## src/rtl/pipe_reg_chain.sv

```systemverilog
// pipe_reg_chain
//
// Chain of STAGES pipeline registers, each WIDTH bits wide, with a valid bit
// per stage. Hazard logic steers the chain through per-stage stall (hold)
// and flush (kill) requests. Two saturating counters record the number of
// stalled cycles and the number of cycles that carry any flush.
//
// Ports
//   Clk          : clock, rising edge active
//   Rst          : asynchronous active-high reset
//   in_data      : stage-0 input word (fetch result)
//   in_valid     : in_data carries a real instruction
//   stall        : bit k asks stage k (and everything upstream) to hold
//   flush        : bit k turns stage k into a bubble
//   clr_cnt      : synchronous clear of both counters
//   in_ready     : stage 0 accepts in_data this cycle (PC write enable)
//   stage_data   : registered content of stage k at [k*WIDTH +: WIDTH]
//   stage_valid  : registered valid bit of every stage
//   stall_cycles : saturating count of cycles with in_ready low
//   flush_events : saturating count of cycles with any flush bit set
module pipe_reg_chain #(
   parameter int unsigned       WIDTH     = 32,
   parameter int unsigned       STAGES    = 4,
   parameter logic [WIDTH-1:0]  NOP_VALUE = '0,
   parameter int unsigned       CNT_W     = 16
) (
   input  logic                      Clk,
   input  logic                      Rst,
   input  logic [WIDTH-1:0]          in_data,
   input  logic                      in_valid,
   input  logic [STAGES-1:0]         stall,
   input  logic [STAGES-1:0]         flush,
   input  logic                      clr_cnt,
   output logic                      in_ready,
   output logic [STAGES*WIDTH-1:0]   stage_data,
   output logic [STAGES-1:0]         stage_valid,
   output logic [CNT_W-1:0]          stall_cycles,
   output logic [CNT_W-1:0]          flush_events
);

   logic [WIDTH-1:0]  data_q [STAGES];
   logic [WIDTH-1:0]  data_d [STAGES];
   logic [STAGES-1:0] valid_q;
   logic [STAGES-1:0] valid_d;

   logic [CNT_W-1:0]  stall_cnt_q;
   logic [CNT_W-1:0]  stall_cnt_d;
   logic [CNT_W-1:0]  flush_cnt_q;
   logic [CNT_W-1:0]  flush_cnt_d;

   // hold[k] is set when stage k or any stage downstream of it stalls.
   logic [STAGES-1:0] hold;
   logic              hold_acc;

   // Walk from the last stage towards stage 0 with a running OR, so the
   // vector never depends on itself.
   always_comb begin
      hold     = '0;
      hold_acc = 1'b0;
      for (int unsigned i = 0; i < STAGES; i++) begin
         hold_acc              = hold_acc | stall[STAGES-1-i];
         hold[STAGES-1-i]      = hold_acc;
      end
   end

   assign in_ready = ~hold[0];

   // Per-stage next state: flush, then hold, then bubble behind an
   // upstream stall, otherwise take the upstream content.
   always_comb begin
      data_d  = data_q;
      valid_d = valid_q;

      if (flush[0]) begin
         data_d[0]  = NOP_VALUE;
         valid_d[0] = 1'b0;
      end else if (!hold[0]) begin
         data_d[0]  = in_data;
         valid_d[0] = in_valid;
      end

      for (int unsigned k = 1; k < STAGES; k++) begin
         if (flush[k]) begin
            data_d[k]  = NOP_VALUE;
            valid_d[k] = 1'b0;
         end else if (!hold[k]) begin
            if (stall[k-1]) begin
               data_d[k]  = NOP_VALUE;
               valid_d[k] = 1'b0;
            end else begin
               data_d[k]  = data_q[k-1];
               valid_d[k] = valid_q[k-1];
            end
         end
      end
   end

   // Counters: clear wins over increment; increment stops at all ones.
   always_comb begin
      stall_cnt_d = stall_cnt_q;
      if (clr_cnt) begin
         stall_cnt_d = '0;
      end else if (hold[0] && (stall_cnt_q != '1)) begin
         stall_cnt_d = stall_cnt_q + CNT_W'(1);
      end
   end

   always_comb begin
      flush_cnt_d = flush_cnt_q;
      if (clr_cnt) begin
         flush_cnt_d = '0;
      end else if ((|flush) && (flush_cnt_q != '1)) begin
         flush_cnt_d = flush_cnt_q + CNT_W'(1);
      end
   end

   always_ff @(posedge Clk or posedge Rst) begin
      if (Rst) begin
         for (int unsigned k = 0; k < STAGES; k++) begin
            data_q[k] <= NOP_VALUE;
         end
         valid_q     <= '0;
         stall_cnt_q <= '0;
         flush_cnt_q <= '0;
      end else begin
         for (int unsigned k = 0; k < STAGES; k++) begin
            data_q[k] <= data_d[k];
         end
         valid_q     <= valid_d;
         stall_cnt_q <= stall_cnt_d;
         flush_cnt_q <= flush_cnt_d;
      end
   end

   always_comb begin
      stage_data = '0;
      for (int unsigned k = 0; k < STAGES; k++) begin
         stage_data[k*WIDTH +: WIDTH] = data_q[k];
      end
   end

   assign stage_valid  = valid_q;
   assign stall_cycles = stall_cnt_q;
   assign flush_events = flush_cnt_q;

endmodule
```

## config.mk

```make
export PLATFORM = sky130hd
export DESIGN_NAME = pipe_reg_chain
export DESIGN_NICKNAME = d
export VERILOG_FILES = /design/src/rtl/pipe_reg_chain.sv
export SDC_FILE = /design/constraint.sdc
export NUM_CORES = 1
export LEC_CHECK = 0
export CAP_MARGIN = 10
export CORE_MARGIN = 10
export CORE_UTILIZATION = 43
export CTS_BUF_LIST = sky130_fd_sc_hd__clkbuf_8
export CTS_CLUSTER_DIAMETER = 200
export DETAILED_ROUTE_END_ITERATION = 8
export PLACE_DENSITY = 0.78
export REMOVE_ABC_BUFFERS = 1
export SKIP_CTS_REPAIR_TIMING = 1
export SLEW_MARGIN = 40
export SYNTH_ARGS = -nofsm -noshare
export SYNTH_HDL_FRONTEND = slang
export SYNTH_SLANG_ARGS = --single-unit
```

## constraint.sdc

```tcl
create_clock -name Clk -period 6 [get_ports Clk]
set_input_delay 1.2 -clock Clk [delete_from_list [all_inputs] [get_ports Clk]]
set_output_delay 1.2 -clock Clk [all_outputs]
set_load 0.05 [all_outputs]
```

* After elaboration in Yosys (flattened, before gate mapping)
Index checks and enable logic that the tools add are counted.
** Word-level totals
- Bits in registers :: 164
- Bits in latches :: 0
- Memory bits (writable) :: 0
- Bits in read-only memories :: 0
- Input bits :: 44
- Output and inout port bits :: 165
- Logic and storage cells :: 53
- Memories :: 0
** Operators by class
- $add $sub $neg :: 2
- Multiply operators :: 0
- Div/mod/pow operators :: 0
- Magnitude comparators :: 0
- Equality and inequality tests :: 6
- Shift-type cells :: 0
- Multiplexer cells :: 26
- Bitwise gates (word level) :: 4
- Reductions and logical operators :: 5
** Operators with widths (number)
- 32-bit 2-to-1 mux :: 11
- 16-bit 2-to-1 mux :: 4
- 16-bit by 1-bit adder with 16-bit output (second input constant) :: 2
- 16-bit != test (second input constant) :: 2
- 1-bit 2-to-1 mux :: 11
- 2-bit != test (second input constant) :: 3
- 2-bit nonzero test :: 2
- 4-bit OR reduction :: 1
- 1-bit OR :: 3
- 1-bit logical AND :: 2
- 2-bit by 1-bit != test with 1-bit output (second input constant) :: 1
- 1-bit inverter :: 1

* Logic depth before layout (Yosys ltp)
- Word-level depth :: 6
- Gate-level depth with buffers :: 6
- Mapped depth without buffers :: 5

* Worst setup path before layout
No wires, ideal clock.
- Path kind :: input to output
- Start point :: input port stall[0]
- End point :: output port in_ready
- Data arrival time :: 2237 ps
- Data required time :: 4800 ps
- Slack :: 2563 ps
- Stages on the path :: 4
- Path buffers :: 2
- Cell sequence :: or4_1 > buf_4 > inv_2 > buf_4
** On the way
- Longest elaborated chain between the ends :: 2
** RTL lines
- from (decl) :: line 31 : input logic [STAGES-1:0] stall,
- 1-bit OR :: line 61 : hold_acc = hold_acc | stall[STAGES-1-i];
- 1-bit inverter :: line 66 : assign in_ready = ~hold[0];
- to (decl) :: line 34 : output logic in_ready,
No other way between the ends.

* Final worst setup path
- Start point :: input port stall[2]
- End point :: output port in_ready
** On the way
- Longest elaborated chain between the ends :: 4
** RTL lines (line)
- 1-bit OR (3 in series) :: 61
- 1-bit inverter :: 66
No other way between the ends.

==> summary.md <==
| Metric | Value |
|---|---|
| CP endpoint | in_ready |
| Clock Latency Late Sink | 450 ps |
| Post-DRT Antenna Nets | 0 |
| RSZ-0062 raised after global routing | false |
| Residual DRC count | 0 |
| Final Hold Fails | 0 |
| Synth cell types | 39 |
| Crit path DAT | 3110 ps |
| Most common cell in the netlist | dfrtp_1 |
| Total number of vias | 5,496 |
| Multi-input logic area | 0.002330 mm^2 |
| Clk_skew | 17.24 ps |
| Avg Inst Size Synth | 11.79 um^2 |
| Peak Freq | 232.1 MHz |
| Core Rows | 45 |
| Power per standard cell area | 221.2 mW/mm^2 |
| Placer Congestion | 0.8055 |
| Pin count of the biggest net entering global routing | 72 |
| Nets | 809 |
| Leak | 3.935 nW |
| First-pass GRT wire length | 30.66 mm |
| Final WL | 19.96 mm |
| Slew @ Worst Pin | 770.0 ps |
| Initial antenna violation count | 0 |
| Final setup vio count | 0 |
| Share of the synthesized area in the top cell type | 0.6218 |
| EDFF count, synth | 0 |
| Cells after Synth | 560 |
| CP Depth | 5 |
| Core area | 0.01515 mm^2 |
| Post-DP HPWL | 14.15 mm |
| CTS H-Tree Depth | 4 |
| Final Max Slew Viols | 0 |
| Number of max-cap violations | 0 |
| Area leader, netlist | dfrtp_1 |
| Post-synthesis sequential area ratio | 0.6218 |
| Root buf cell | clkbuf_8 |
| Hold_ws | 509.1 ps |
| FF-to-FF setup slack | 3850 ps |
| GR Util All Layers | 0.1902 |
| Period utilization | 0.7182 |
| Synthesized cell area | 0.006600 mm^2 |
| Grt ovf | 0 |
| Hold WC Path Type | reg2reg |
| Pwr Total | 2.048 mW |
| CP startpoint | stall[2] |
| Worst path cell trace | clkdlybuf4s50_1, or4_2, inv_2, buf_4, buf_4 |
| Worst vdd ir | 0.1532 mV |
| Total negative slack | 0 ps |
| FF-to-FF End | flush_events[1] |
| Synth area leaders | dfrtp_1, a22o_1, nand2_1 |
| Crit-path slowest cell | or4_2 |
| Die Y-Extent | 143.9 um |
| Bufs and invs on worst path | 4 |
| Data required, critical path | 4800 ps |
| WL/cell | 20.73 um |
| Final core utilization | 0.6114 |
| Critical Path Start Type | input port |
| Layout cells sized above 1 | 0.08258 |
| Synth warn | 0 |
| Crit. End Element | output pin |
| Vias/cell | 5.707 |
| Ports | 209 |
| CP max FO | 37 |
| R2r startpoint | flush_events[0] |
| Starting Density | 0.4358 |
| Worst slew margin | 0.4849 |
| Max incr delay on CP | 680 ps |
| Post-layout min period | 4309 ps |
| CTS tree | yes |
| Die extent in x | 143.9 um |
| Critical path class | in2out |
| Sink Count | 164 |
| Clock Tree Buf Depth | 2 |
| Async SR Flop Fraction | 1.000 |
| Top cells by count, synth | dfrtp_1, a22o_1, nand2_1 |
| Clock slew seen by the registers of the worst setup and hold paths | 70 ps |
| Initial DRC Count | 332 |
| Synthesis-to-layout area growth | 40.30% |
| Status | finished clean |
| N_diodes | 0 |
| Drt first pass iters | 4 |
| Sequential Area | 0.004104 mm^2 |
| Crit-path most repeated cell | buf_4 |
| Number of synthesized register bits | 164 |
| Delay-heaviest family, CP | buffers and inverters |
| Fill cells | 1,195 |
| Port Buffers | 208 |
| CTS buffer count | 17 |
| Main synth FF type | dfrtp_1 |
| Worst Reg-to-Reg Cells | 5 |
| Vias in the first global route | 5,519 |
| Die area | 0.02070 mm^2 |
-- cell usage in the layout, fill, tap and decap left out, types with 4 or more instances in the layout --
cell and n:
nand3_1 7, clkbuf_8 17, and4_1 4, clkdlybuf4s50_1 207, o21ai_0 11, inv_1 5
nor2_1 10, dfrtp_1 164, nor4_2 4, buf_4 11, o31ai_1 11, a21oi_1 57
nand4_1 11, a22o_1 99, nor2b_1 4, or4_1 11, mux2_2 4, nand2_1 79
or3_1 12
-- flip-flops by register name, summed over array words and instances, names as in the netlist --
signal	cells
flush_events	16
stage_data	128
stall_cycles	16
stage_valid	4
-- through the flow --
stage | area (um^2) | worst slack [ps] | std cells
after floorplan | 6432 | 366.7 | 524
after global routing | 9260 | 1620 | 963
after CTS | 9229 | 1685 | 962
after global placement | 8855 | 1730 | 931
final | 9260 | 1691 | 963
after detailed placement | 8855 | 1685 | 931
-- cells by family after synthesis --
family	count (synthesis)	share of synthesized area
AOI/OAI and AO/OA	182	0.2027
xor gates and xnor gates	2	0.002655
adders and majority gates	2	0.003791
muxes	6	0.009857
buffers and inverters	41	0.02824
and+or+nand+nor	163	0.1310
DFF	164	0.6218
-- worst min path at each step --
| stage | start | to | slack [ps] | depth (start not counted) |
|---|---|---|---|---|
| floorplan | stage_data[0] | stage_data[0] | 770 | 2 |
| global placement | stage_data[123] | stage_data[123] | 490 | 1 |
| detailed placement | stage_data[113] | stage_data[113] | 490 | 1 |
| CTS | stage_data[100] | stage_data[100] | 510 | 1 |
| global route | stage_data[114] | stage_data[114] | 530 | 1 |
| finish | stage_valid[3] | stage_valid[3] | 510 | 1 |
-- routing by layer --
layer	global-route usage	wire (um)
met1	0.2311	8122
met2	0.3087	9830
met3	0.07294	1723
met4	0.05212	284
met5	0	0
-- area by class of cell --
| cell class | instances | area share |
|---|---|---|
| Timing Repair Buffer | 220 | 0.2369 |
| Clock inverter | 14 | 0.01513 |
| Multi-Input combinational cell | 355 | 0.2516 |
| Clock buffer | 17 | 0.02527 |
| Tap cell | 188 | 0.02540 |
| Sequential cell | 164 | 0.4432 |
| Inverter | 5 | 0.002567 |
-- where the power goes --
part	switching, mW	total (mW)	internal [mW]	leakage, nW
registers	0.0107	1.12	1.11	2.28
logic	0.109	0.164	0.0547	1.46
clock network	0.396	0.761	0.364	0.190
-- worst register-to-register path, delay by kind of cell (launching register included) --
| kind | cells | cell delay, ps |
|---|---|---|
| AO/OA/AOI/OAI | 1 | 810 |
| flip-flops | 1 | 440 |
| AND/OR/NAND/NOR | 2 | 300 |
| multiplexers | 1 | 260 |
| adder cells (fa/ha/maj) | 1 | 220 |
Note: power is estimated with default switching activity, not from simulation.
